<file path="config.mk">
export PLATFORM = sky130hd
export DESIGN_NAME = auto_nav_sequencer
export DESIGN_NICKNAME = d
export VERILOG_FILES = /design/src/rtl/auto_nav_pkg.sv /design/src/rtl/nav_tick_gen.sv /design/src/rtl/auto_nav_sequencer.sv
export SDC_FILE = /design/constraint.sdc
export NUM_CORES = 1
export LEC_CHECK = 0
export CORE_ASPECT_RATIO = 0.6
export CORE_MARGIN = 5
export CORE_UTILIZATION = 55
export CTS_CLUSTER_DIAMETER = 150
export DETAILED_ROUTE_END_ITERATION = 16
export PLACE_DENSITY_LB_ADDON = 0.25
export SYNTH_ARGS = -nofsm -noshare
export SYNTH_HDL_FRONTEND = slang
export SYNTH_SLANG_ARGS = --single-unit
</file>
<file path="constraint.sdc">
create_clock -name sys_clk -period 2.65 [get_ports sys_clk]
set_input_delay 0.265 -clock sys_clk [delete_from_list [all_inputs] [get_ports sys_clk]]
set_output_delay 0.265 -clock sys_clk [all_outputs]
set_load 0.01 [all_outputs]
</file>
<file path="src/rtl/auto_nav_pkg.sv">
// Shared definitions for the autonomous-navigation sequencer: state and
// moving-state codes, detector bit masks and the right-hand-wall decision rule.
package auto_nav_pkg;

    typedef enum logic [1:0] {
        ST_WAITING = 2'b00,
        ST_MOVING  = 2'b01,
        ST_TURNING = 2'b10,
        ST_COOLING = 2'b11
    } nav_state_e;

    typedef enum logic [3:0] {
        MV_STOP       = 4'b0000,
        MV_FORWARD    = 4'b0001,
        MV_TURN_LEFT  = 4'b0100,
        MV_TURN_RIGHT = 4'b1000
    } move_state_e;

    // Detector flags: 1 = blocked
    localparam logic [3:0] DET_FRONT = 4'b0001;
    localparam logic [3:0] DET_BACK  = 4'b0010;
    localparam logic [3:0] DET_RIGHT = 4'b0100;
    localparam logic [3:0] DET_LEFT  = 4'b1000;

    localparam logic [1:0] GS_AUTO = 2'b01;

    typedef struct packed {
        move_state_e dir;    // MV_FORWARD, MV_TURN_LEFT or MV_TURN_RIGHT
        logic        uturn;  // dead end: turn lasts twice as long
    } nav_decision_t;

    // Right-hand-wall rule; the back detector never influences the choice.
    function automatic nav_decision_t nav_decide(input logic [3:0] det);
        nav_decision_t d;
        d.uturn = 1'b0;
        if ((det & DET_RIGHT) == 4'b0000) begin
            d.dir = MV_TURN_RIGHT;
        end else if ((det & DET_FRONT) == 4'b0000) begin
            d.dir = MV_FORWARD;
        end else if ((det & DET_LEFT) == 4'b0000) begin
            d.dir = MV_TURN_LEFT;
        end else begin
            d.dir   = MV_TURN_RIGHT;
            d.uturn = 1'b1;
        end
        return d;
    endfunction

    // A junction has at least two of front/right/left open.
    function automatic logic nav_is_junction(input logic [3:0] det);
        logic [1:0] n_open;
        n_open = {1'b0, ((det & DET_FRONT) == 4'b0000)}
               + {1'b0, ((det & DET_RIGHT) == 4'b0000)}
               + {1'b0, ((det & DET_LEFT)  == 4'b0000)};
        return (n_open >= 2'd2);
    endfunction

endpackage

</file>
<file path="src/rtl/nav_tick_gen.sv">
// Free-running timebase: one-cycle tick every CLK_FREQ_HZ/TICK_HZ clocks,
// restarting its phase whenever reset is applied.
module nav_tick_gen #(
    parameter int CLK_FREQ_HZ = 100000000,
    parameter int TICK_HZ     = 50
) (
    input  logic sys_clk,
    input  logic rst,
    output logic tick
);

    localparam int DIV = CLK_FREQ_HZ / TICK_HZ;
    localparam int CW  = (DIV > 1) ? $clog2(DIV) : 1;
    localparam logic [CW-1:0] LAST = CW'(DIV - 1);

    logic [CW-1:0] r_cnt;
    logic          r_tick;

    // Divide sys_clk down and emit a registered single-cycle tick on wrap
    always_ff @(posedge sys_clk or negedge rst) begin
        if (!rst) begin
            r_cnt  <= {CW{1'b0}};
            r_tick <= 1'b0;
        end else if (r_cnt == LAST) begin
            r_cnt  <= {CW{1'b0}};
            r_tick <= 1'b1;
        end else begin
            r_cnt  <= r_cnt + CW'(1);
            r_tick <= 1'b0;
        end
    end

    assign tick = r_tick;

endmodule

</file>
<file path="src/rtl/auto_nav_sequencer.sv">
// Autonomous-mode sequencer: turns synchronised obstacle detectors into a
// timed WAITING / MOVING / TURNING / COOLING sequence for the motion datapath.
// Optional macro AUTO_BEACON_EN: pulse pl_beacon_sig when a turn starts at a
// junction; when undefined the output is tied low.
module auto_nav_sequencer
    import auto_nav_pkg::*;
#(
    parameter int CLK_FREQ_HZ = 100000000,
    parameter int TICK_HZ     = 50,
    parameter int TURN_TICKS  = 45,
    parameter int COOL_TICKS  = 25
) (
    input  logic       sys_clk,
    input  logic       rst,
    input  logic       power,
    input  logic [1:0] global_state,
    input  logic [3:0] detectors,
    output logic [1:0] state,
    output logic [3:0] moving_state,
    output logic       pl_beacon_sig
);

    localparam int TCW = $clog2(2 * TURN_TICKS + 1);
    localparam int CCW = (COOL_TICKS > 1) ? $clog2(COOL_TICKS) : 1;
    localparam logic [TCW-1:0] TURN_LAST_N = TCW'(TURN_TICKS - 1);
    localparam logic [TCW-1:0] TURN_LAST_U = TCW'(2 * TURN_TICKS - 1);
    localparam logic [CCW-1:0] COOL_LAST   = CCW'(COOL_TICKS - 1);

    logic [3:0]     r_sync1;
    logic [3:0]     r_det;
    nav_state_e     r_state;
    move_state_e    r_move;
    logic           r_uturn;
    logic [3:0]     r_latch;
    logic [TCW-1:0] r_turn_cnt;
    logic [CCW-1:0] r_cool_cnt;

    logic           w_tick;
    logic           w_en;
    nav_decision_t  w_dec;
    logic           w_front_blk;
    logic           w_reeval;
    logic           w_enter_turn;
    logic           w_turn_last;
    logic           w_cool_last;

    nav_tick_gen #(
        .CLK_FREQ_HZ (CLK_FREQ_HZ),
        .TICK_HZ     (TICK_HZ)
    ) u_tick (
        .sys_clk (sys_clk),
        .rst     (rst),
        .tick    (w_tick)
    );

    assign w_en         = power & (global_state == GS_AUTO);
    assign w_dec        = nav_decide(r_det);
    assign w_front_blk  = (r_det & DET_FRONT) != 4'b0000;
    assign w_reeval     = (r_det != r_latch) | w_front_blk;
    assign w_enter_turn = ((r_state == ST_WAITING) | ((r_state == ST_MOVING) & w_reeval))
                        & (w_dec.dir != MV_FORWARD);
    assign w_turn_last  = r_turn_cnt == (r_uturn ? TURN_LAST_U : TURN_LAST_N);
    assign w_cool_last  = r_cool_cnt == COOL_LAST;

    // Two-flop synchroniser for the asynchronous detector inputs
    always_ff @(posedge sys_clk or negedge rst) begin
        if (!rst) begin
            r_sync1 <= 4'b0000;
            r_det   <= 4'b0000;
        end else begin
            r_sync1 <= detectors;
            r_det   <= r_sync1;
        end
    end

    // Navigation FSM with turn/cool timers; loss of enable overrides everything
    always_ff @(posedge sys_clk or negedge rst) begin
        if (!rst) begin
            r_state    <= ST_WAITING;
            r_move     <= MV_STOP;
            r_uturn    <= 1'b0;
            r_latch    <= 4'b0000;
            r_turn_cnt <= {TCW{1'b0}};
            r_cool_cnt <= {CCW{1'b0}};
        end else if (!w_en) begin
            r_state    <= ST_WAITING;
            r_move     <= MV_STOP;
            r_uturn    <= 1'b0;
            r_latch    <= 4'b0000;
            r_turn_cnt <= {TCW{1'b0}};
            r_cool_cnt <= {CCW{1'b0}};
        end else begin
            case (r_state)
                ST_WAITING, ST_MOVING: begin
                    if (w_enter_turn) begin
                        r_state    <= ST_TURNING;
                        r_move     <= w_dec.dir;
                        r_uturn    <= w_dec.uturn;
                        r_turn_cnt <= {TCW{1'b0}};
                        r_latch    <= r_det;
                    end else if ((r_state == ST_WAITING) || w_reeval) begin
                        r_state <= ST_MOVING;
                        r_move  <= MV_FORWARD;
                        r_latch <= r_det;
                    end else begin
                        r_move  <= MV_FORWARD;
                    end
                end
                ST_TURNING: begin
                    if (w_tick && w_turn_last) begin
                        r_state    <= ST_COOLING;
                        r_move     <= MV_FORWARD;
                        r_cool_cnt <= {CCW{1'b0}};
                    end else if (w_tick) begin
                        r_turn_cnt <= r_turn_cnt + TCW'(1);
                    end else begin
                        r_turn_cnt <= r_turn_cnt;
                    end
                end
                ST_COOLING: begin
                    // Only the front detector may cut the cool-down short
                    if (w_front_blk || (w_tick && w_cool_last)) begin
                        r_state <= ST_MOVING;
                        r_move  <= MV_FORWARD;
                        r_latch <= r_det;
                    end else if (w_tick) begin
                        r_cool_cnt <= r_cool_cnt + CCW'(1);
                    end else begin
                        r_cool_cnt <= r_cool_cnt;
                    end
                end
                default: begin
                    r_state <= ST_WAITING;
                    r_move  <= MV_STOP;
                end
            endcase
        end
    end

    assign state        = r_state;
    assign moving_state = r_move;

`ifdef AUTO_BEACON_EN
    logic r_beacon;

    // One-cycle beacon on entry to TURNING from a junction (never for a U-turn)
    always_ff @(posedge sys_clk or negedge rst) begin
        if (!rst) begin
            r_beacon <= 1'b0;
        end else begin
            r_beacon <= w_en & w_enter_turn & ~w_dec.uturn & nav_is_junction(r_det);
        end
    end

    assign pl_beacon_sig = r_beacon;
`else
    assign pl_beacon_sig = 1'b0;
`endif

endmodule

</file>
==> metrics <==
outcome complete, no violations; commonest non-fill, non-tap cell in the layout dfrtp_1; TritonCTS Buffers 5; worst slew pin tran between 600 and 700 ps; Post-CTS Setup Repair Bufs 0; WL per Instance 13.8 µm; CP Capture Type register; root buffer cell clkbuf_8; worst hold path cell count 0; CTS sink cnt 52; max-slew violations 0; I/O Pins 16; Max Clock Freq 493 MHz; Placer Congestion between 0.8 and 0.9; area grow syn2layout 13.4%; clock latency on the worst-skew pair about 300 ps; Tmin final ~2000 ps; Reg2Reg Capture Point r_latch[2]; reg2reg path depth 5; Psw 0.000292 W; Clock power frac 0.344; initial antenna violation count 0; vias in the first global route 1,707; total routing usage reported by global routing 0.165; Cells after Synth 240; PwrDens approximately 470 nW/µm²; reg2reg start r_det[0]; Max clock buf depth 2; Total Power between 0.001 and 0.0015 W; Final HPWL DP 3220 µm; Post-synth ARST share 1.00; drt via density 5.41; Synth Flop Type dfrtp_1; area of the mapped netlist 2500 µm²; DRT Pass-1 Iters 4; CTS tree yes; Worst Clk Skew 3.69 ps; syn_area_per_cell 10.4 µm²; share of cells above drive strength 1 0.0795; H-tree Lvls 2; # rows 19; #FFs+latches synth between 50 and 60; Filler cells ~400; area of the die between 6000 and 7000 µm²; EDFF count, synth 0; Die Wd 97.0 µm; Synth Warn # 0; Hold Path Class register to register; initial core utilization 0.559; most frequent cells in the layout dfrtp_1 (52), nand2_1 (25), nor2_1 (20); Final Hold Fails 0; r2r setup slk 620 ps; Total Neg Setup Slack 0 ps; core area about 4500 µm²; # diodes 0; height of the die 62.2 µm; VDD IR max 0.330 mV; Worst EP required roughly 2800 ps; LEAKAGE between 1 and 1.5 nW; max_slew headroom 0.594; Hold Path Sink r_det[1]; max_cap viols 0; setup violators final 0; largest net degree at the start of global routing 53; first-pass GRT wire length 8120 µm; Net Sw Frac 0.219; drt total wl 4520 µm; RSZ-0062 raised after global routing no; Net count, final ~280; Logic pwr share 0.048; Post-route DRC 0; sequential share of the synthesized area 0.521; Vias 1,770; Setup crit start kind register; Reg power frac 0.608; Tcrit/Tclk final 0.765; remaining antenna violation count 0; critical path class register to register; Clk pin slew, worst setup/hold paths about 90 ps; PortBufs 13; Cell variety after synth 50; CP arrival between 2000 and 2500 ps; grt total ovfl 0; Max FO, Critical Path 9; Hold Crit Start r_sync1[1]; initial drt markers 89; Internal Power 0.00104 W
## metrics by stage
stage	hold slack, ps	setup WS [ps]	area [µm²]	instances	util
after CTS	356	612	2830	327	0.633
after detailed placement	274	523	2730	318	0.610
after global routing	359	491	2830	327	0.633
after global placement	275	597	2730	318	0.610
after floorplan	-30.6	756	2500	241	-
final	354	623	2830	327	0.633
## synthesized netlist by cell type (4+ instances only)
master,number,area [µm²]
nor4_1,4,25.0
nand3b_1,6,45.0
nand3_1,12,60.1
nand2_1,25,93.8
xor2_1,9,78.8
mux2i_1,5,50.1
nand4_1,9,56.3
ha_1,4,50.1
nor2_1,20,75.1
o21ai_0,10,50.1
xnor2_1,10,87.6
inv_1,14,52.6
dfrtp_1,52,1300
## how the worst max path moves through the flow
| stage | start | depth (start not counted) | to | slack [ps] |
|---|---|---|---|---|
| after floorplan | r_det[0] | 6 | r_latch[2] | 760 |
| after global placement | global_state[1] | 6 | r_turn_cnt[6] | 600 |
| after detailed placement | global_state[1] | 6 | r_turn_cnt[6] | 520 |
| after CTS | r_det[0] | 5 | r_latch[2] | 610 |
| after global routing | r_det[0] | 5 | r_latch[2] | 490 |
| final | r_det[0] | 5 | r_latch[2] | 620 |
## cell families after synthesis
| kind of cell | count (synthesis) | synth area share |
|---|---|---|
| flip-flops | 52 | 0.521 |
| XOR/XNOR | 19 | 0.0667 |
| adder cells (fa/ha/maj) | 4 | 0.0201 |
| AO/OA/AOI/OAI | 37 | 0.105 |
| multiplexers | 6 | 0.0261 |
| buffers and inverters | 19 | 0.0351 |
| other | 1 | 0.00150 |
| AND/OR/NAND/NOR | 102 | 0.224 |
## per-layer routing
metal  GRT usage  part of all wire  vias up
met3      0.0414             0.035        2
met4      0.0420            0.0027        0
met5           0                 0        -
li1            -                 -      891
met1       0.258              0.56      847
met2       0.224              0.40       30
## repair_timing
action,4_1_cts,5_1_grt
gates resized for setup,0,0
hold buffers,1,0
hold endpoints to repair,52,0
## cell type report
class / instances / area, µm² / area share
clock buffers: 7 / 86.3 / 0.0305
clock inverters: 1 / 7.51 / 0.00265
inverters: 14 / 52.6 / 0.0186
multi-input cells: 170 / 1110 / 0.393
flip-flops and latches: 52 / 1300 / 0.460
well taps: 63 / 78.8 / 0.0279
repair buffers: 20 / 193 / 0.0681
## sequential cells by signal, indices dropped and copies added (netlist names)
register      cells
u_tick.r_cnt     21
r_turn_cnt        7
r_cool_cnt        5
r_det             4
r_latch           4
r_sync1           4
moving_state      3
state             2
r_uturn           1
u_tick.tick       1
## power by group through the flow
stage / Combinational [W] / Clock (W) / Sequential, W
after floorplan: 0.0000303 / 0 / 0.000825
after global placement: 0.0000645 / 0 / 0.000828
after detailed placement: 0.0000647 / 0 / 0.000828
after CTS: 0.0000658 / 0.000481 / 0.000812
after global routing: 0.0000729 / 0.000513 / 0.000815
final: 0.0000642 / 0.000459 / 0.000812
## worst max-delay path, stage by stage, from the launching register on
cell and delay [ps]:
dfrtp_1 490, or3b_4 420, nor4_4 230, nor2_2 90, a211oi_4 360, mux2_4 330
No activity file was read; power rests on OpenSTA's default activity.
==> RTL change 1: new RTL, config.mk and constraints unchanged <==
Add an input register stage for `power`, `global_state` and `detectors`, without a reset; this delays them by one clock.
--- a/src/rtl/auto_nav_sequencer.sv
+++ b/src/rtl/auto_nav_sequencer.sv
@@ -26,6 +26,16 @@
     localparam logic [TCW-1:0] TURN_LAST_U = TCW'(2 * TURN_TICKS - 1);
     localparam logic [CCW-1:0] COOL_LAST   = CCW'(COOL_TICKS - 1);
 
+    logic power_q;
+    logic [1:0] global_state_q;
+    logic [3:0] detectors_q;
+
+    always_ff @(posedge sys_clk) begin
+        power_q        <= power;
+        global_state_q <= global_state;
+        detectors_q    <= detectors;
+    end
+
     logic [3:0]     r_sync1;
     logic [3:0]     r_det;
     nav_state_e     r_state;
@@ -53,7 +63,7 @@
         .tick    (w_tick)
     );
 
-    assign w_en         = power & (global_state == GS_AUTO);
+    assign w_en         = power_q & (global_state_q == GS_AUTO);
     assign w_dec        = nav_decide(r_det);
     assign w_front_blk  = (r_det & DET_FRONT) != 4'b0000;
     assign w_reeval     = (r_det != r_latch) | w_front_blk;
@@ -68,7 +78,7 @@
             r_sync1 <= 4'b0000;
             r_det   <= 4'b0000;
         end else begin
-            r_sync1 <= detectors;
+            r_sync1 <= detectors_q;
             r_det   <= r_sync1;
         end
     end
Check against the original RTL: not equivalent (Yosys sat finds a counterexample within 4 cycles, from zero or initial values and one cycle with rst low).
==> RTL change 1 against the original RTL <==
  * Setup slack better by 0.017 ns
  * Wire length is 6.8% higher
  * Sequential cell count up 7
  * Cell area is 8.9% higher
  * Global-route usage up 0.36 points
  * Power increased by 50%
  * Area after synthesis rose by 4.5%
  * Sequential power increased by 14%
  * Highest routed layer unchanged
==> RTL change 1: results (changes against the original RTL) <==
| Metric | Value |
|---|---|
| Status | complete, no violations |
| Global Route Usage Sum | 16.8% (+0.36 points) |
| Crit Reg-Reg Startpoint | r_cool_cnt[0] |
| Clk slew on worst S/H paths | 0.07 ns (-0.02 ns) |
| Share of cells above drive strength 1 | 11.4% (+3.4 points) |
| Mux cell area share after synthesis | 1.20% (-1.4 points) |
| Worst EP arrival | 2.24 ns (+0.03 ns) |
| Iteration-0 DRC Markers | 109 (+22%) |
| VDD IR max | 0.450 mV (+36%) |
| Placer Congestion | 0.849 (-3.0%) |
| Synth Area in XOR/XNOR | 7.39% (+0.72 points) |
| Most instantiated cells after synthesis | dfrtp_1, nor2_1, nand2_1, nand3_1, inv_1 |
| Setup crit start | r_cool_cnt[0] |
| Adder-cell share of the synthesized area | 1.92% (-0.087 points) |
| First-pass GRT wire length | 8.29 mm (+2.1%) |
| Final hold slack | 0.226 ns (-0.127 ns) |
| Placed cell areas | 0.00282 mm2 (+3.5%) |
| Post-synth cell types | 53 (+6.0%) |
| Clock Latency Late Sink | 0.34 ns (+0.04 ns) |
| Crit path time final | 2.01 ns (-0.0174 ns) |
| Wire per inst | 14.4 um (+3.9%) |
| Post-synthesis compound-gate area fraction | 10.8% (+0.27 points) |
| Clk_skew | 0.0114 ns (+0.00774 ns) |
| Largest net degree at the start of global routing | 28 (-47%) |
| Pre-CTS setup slack | 0.687 ns (+0.164 ns) |
| FFs w/ async S/R, synth | 88.1% (-12 points) |
| Clock buffer count from CTS | 9 (+4) |
| Via count | 1823 (+3.0%) |
| Routed vias/inst | 5.43 (+0.24%) |
| Critical path peak fanout | 7 (-2) |
| Sequential-to-total area share from yosys stat | 55.3% (+3.1 points) |
RTL change 1: cell types whose count changed after synthesis, sizes merged, moves of 3 or more:
| cell | delta |
|---|---|
| mux2i | -3 |
| xor2 | +3 |
| a31oi | -3 |
| dfxtp | +7 |
| nand4 | -4 |
| nand2 | -5 |
| nand3 | +6 |
| nand3b | -3 |
RTL change 1: final cells by class:
cell class	instances	area, um2
Fill cell	354	1510
Sequential cell	59	1440
Multi-Input combinational cell	166	1090
Timing Repair Buffer	18	165
Clock buffer	10	138
Clock inverter	6	111
Tap cell	63	78.8
Inverter	14	52.6
RTL change 1: per-layer routing:
layer  GRT usage, %  part of all wire, %  vias up
li1               -                    -      896
met1           25.5                   53      867
met2           21.7                   40       52
met3           6.84                  6.3        8
met4           4.60                 0.83        0
met5              0                    0        -
RTL change 1: power by group:
part           switching, uW  internal [uW]  total, uW  leakage [uW]
combinational           34.5           27.4       61.8      0.000466
sequential              10.1            914        924      0.000751
clock                    361            651       1010      0.000123
total                    405           1590       2000       0.00134
RTL change 1: what timing repair did:
item	CTS	global route
endpoints found under the hold margin	52	0
hold buffers	1	0
endpoints found under the setup margin	0	0
RTL change 1: worst max-delay path, cell delays in order (launching register included):
cell and delay (ns):
dfrtp_1 0.42, inv_1 0.08, ha_1 0.13, and4b_1 0.24, a21oi_1 0.15, o211ai_1 0.49
mux2_2 0.39
RTL change 1: cell families after synthesis:
kind of cell | Yosys count
DFF | 59
buffers and inverters | 18
adders and majority gates | 4
muxes | 3
and+or+nand+nor | 98
AOI/OAI and AO/OA | 37
other | 1
xor gates and xnor gates | 22
==> RTL change 2: new RTL, same settings <==
Made on the original files. Set the package constant `GS_AUTO` to 2'b00 (it was 2'b01).
--- a/src/rtl/auto_nav_pkg.sv
+++ b/src/rtl/auto_nav_pkg.sv
@@ -22,7 +22,7 @@
     localparam logic [3:0] DET_RIGHT = 4'b0100;
     localparam logic [3:0] DET_LEFT  = 4'b1000;
 
-    localparam logic [1:0] GS_AUTO = 2'b01;
+    localparam logic [1:0] GS_AUTO = 2'b00;
 
     typedef struct packed {
         move_state_e dir;    // MV_FORWARD, MV_TURN_LEFT or MV_TURN_RIGHT
Function: changed (Yosys sat finds a counterexample within 4 cycles, from zero or initial values and one cycle with rst low).
==> RTL change 2 against the original RTL <==
  * Wire length rose by 2.1%
  * Hold slack got worse by 0.0028 ns
  * Power up 0.28%
  * Clock power is 1% higher
  * Global-route usage is 0.061 points higher
  * Utilization decreased by 0.47 points
  * Non-clock buffer count did not move
  * Area after synthesis rose by 0.50%
  * Sequential cell count stayed put
  * Via count rose by 1.6%
  * Cell area decreased by 0.22%
  * Setup slack worse by 0.050 ns
==> RTL change 2: results (changes against the original RTL) <==
| Metric | Value |
|---|---|
| Wire per inst | 14.2 um (+2.7%) |
| NumNets Final | 275 (-0.36%) |
| Hold WC Path Type | reg -> reg |
| Final hold slack | 0.351 ns (-0.00275 ns) |
| Number of global-route vias before repair | 1714 (+0.41%) |
| Initial antenna violation count | 0 (unchanged) |
| Share of cells above drive strength 1 | 8.78% (+0.82 points) |
| First-pass GRT wire length | 8.11 mm (-0.17%) |
| Placed cells | 317 (-0.31%) |
| CTS tree | yes |
| Internal reg-to-reg setup slack | 0.57 ns (-0.05 ns) |
| Fin. Hold Viols | 0 (unchanged) |
| Critical path peak fanout | 5 (-4) |
| Most area-consuming cells after synthesis | dfrtp_1, nand2_1, xnor2_1 |
| Main synth FF type | dfrtp_1 |
| Post-CTS Setup Bufs | 0 (unchanged) |
| Slowest stage delay, CP | 0.52 ns (+0.03 ns) |
| Status | complete, no violations |
| Clock Latency Late Sink | 0.30 ns (about the same) |
| Avg Synthesized Cell Area | 10.5 um2 (+0.50%) |
| Antenna diodes | 0 (unchanged) |
| Hold endpoint | r_det[0] |
| Clk_skew | 0.00642 ns (+0.00273 ns) |
| Global Route Usage Sum | 16.5% (+0.061 points) |
| Lkg Pwr | 0.00117 uW (-0.16%) |
| Ys Warns | 0 (unchanged) |
| Most instantiated cells after synthesis | dfrtp_1, nand2_1, nor2_1, inv_1, nand3_1 |
| VDD IR max | 0.332 mV (+0.81%) |
| Placer Congestion | 0.868 (-0.70%) |
| Fillers | 362 (-7.7%) |
| Reg-to-Reg End | moving_state[0] |
| Routed vias/inst | 5.53 (+2.2%) |
| Finished Layout Cells | 325 (-0.61%) |
| Yosys top cell by area | dfrtp_1 |
| Bufs on Longest Clock Path | 2 (unchanged) |
| Worst Hold Launch | r_sync1[0] |
| Worst EP arrival | 2.30 ns (+0.09 ns) |
| DP HPWL | 3.35 mm (+4.1%) |
| Biggest regs | u_tick.r_cnt: 21 flops, r_turn_cnt: 7 flops, r_cool_cnt: 5 flops |
| FF-to-FF path depth | 5 (unchanged) |
| Tightest Pin Transition | 0.583 ns (-0.0219 ns) |
| Post-synth cell types | 53 (+6.0%) |
| Largest net degree at the start of global routing | 34 (-36%) |
| Critical path's slowest cell | or4_1 |
| Buffers on Ports | 13 (unchanged) |
| Crit Reg-Reg Startpoint | r_turn_cnt[5] |
| CP top delay family | simple AND/OR/NAND/NOR gates |
| Iteration-0 DRC Markers | 121 (+36%) |
| Clock buffer count from CTS | 5 (unchanged) |
| Sequential-to-total area share from yosys stat | 51.9% (-0.26 points) |
-- RTL change 2: worst reg2reg max path: stages (launching register included) --
cell	delay [ns]
dfrtp_1	0.44
nand4bb_1	0.22
or4_1	0.52
a21o_1	0.22
a21oi_1	0.36
mux2i_1	0.24
-- RTL change 2: kinds of logic (layout without fill, tap and decap cells) --
| group | Yosys count | in the layout | synth area share (%) |
|---|---|---|---|
| simple gates | 101 | 101 | 22.6 |
| fa+ha+maj | 4 | 4 | 2.00 |
| buf+inv | 20 | 41 | 3.64 |
| mux | 6 | 6 | 2.59 |
| xor+xnor | 19 | 19 | 6.63 |
| other cells | 1 | 2 | 0.149 |
| compound gates | 37 | 37 | 10.5 |
| flops | 52 | 52 | 51.9 |
-- RTL change 2: repair_timing --
item | 4_1_cts | 5_1_grt
hold buffers | 1 | 0
hold endpoints to repair | 19 | 0
resized for setup | 0 | 0
-- RTL change 2: routing by layer --
metal | wire, um | up-vias | global-route usage [%]
met5 | 0 | - | 0
met4 | 54 | 0 | 4.73
li1 | - | 888 | -
met3 | 229 | 7 | 3.91
met1 | 2570 | 858 | 26.7
met2 | 1770 | 45 | 21.5
-- RTL change 2: area by class of cell --
class / count / area share (%)
well taps: 63 / 2.79
repair buffers: 20 / 6.38
inverters: 14 / 1.86
clock inverters: 1 / 0.310
flip-flops and latches: 52 / 46.1
clock buffers: 6 / 2.92
multi-input cells: 169 / 39.7
-- RTL change 2: stage by stage --
| stage | instance area, um2 | total power [uW] | worst slack [ns] |
|---|---|---|---|
| 2_1_floorplan | 2510 | 856 | 0.756 |
| 3_3_place_gp | 2720 | 890 | 0.446 |
| 4_1_cts | 2820 | 1360 | 0.610 |
| 6_report | 2820 | 1340 | 0.574 |
| 5_1_grt | 2820 | 1400 | 0.477 |
| 3_5_place_dp | 2720 | 892 | 0.364 |
-- RTL change 2: how the worst max path moves through the flow --
stage,cells after the start,startpoint,end,slack (ns)
2_1_floorplan,6,r_det[0],r_latch[2],0.76
3_3_place_gp,5,global_state[1],r_cool_cnt[3],0.45
3_5_place_dp,5,global_state[1],r_cool_cnt[3],0.36
4_1_cts,5,r_det[0],r_latch[2],0.61
5_1_grt,5,state[0],r_latch[2],0.48
6_report,5,r_turn_cnt[5],moving_state[0],0.57
-- RTL change 2: power breakdown --
| part | total, uW | internal, uW | switching [uW] |
|---|---|---|---|
| Combinational | 62.5 | 26.3 | 36.2 |
| Sequential | 813 | 803 | 10.5 |
| Clock | 464 | 209 | 255 |
| Total | 1340 | 1040 | 302 |
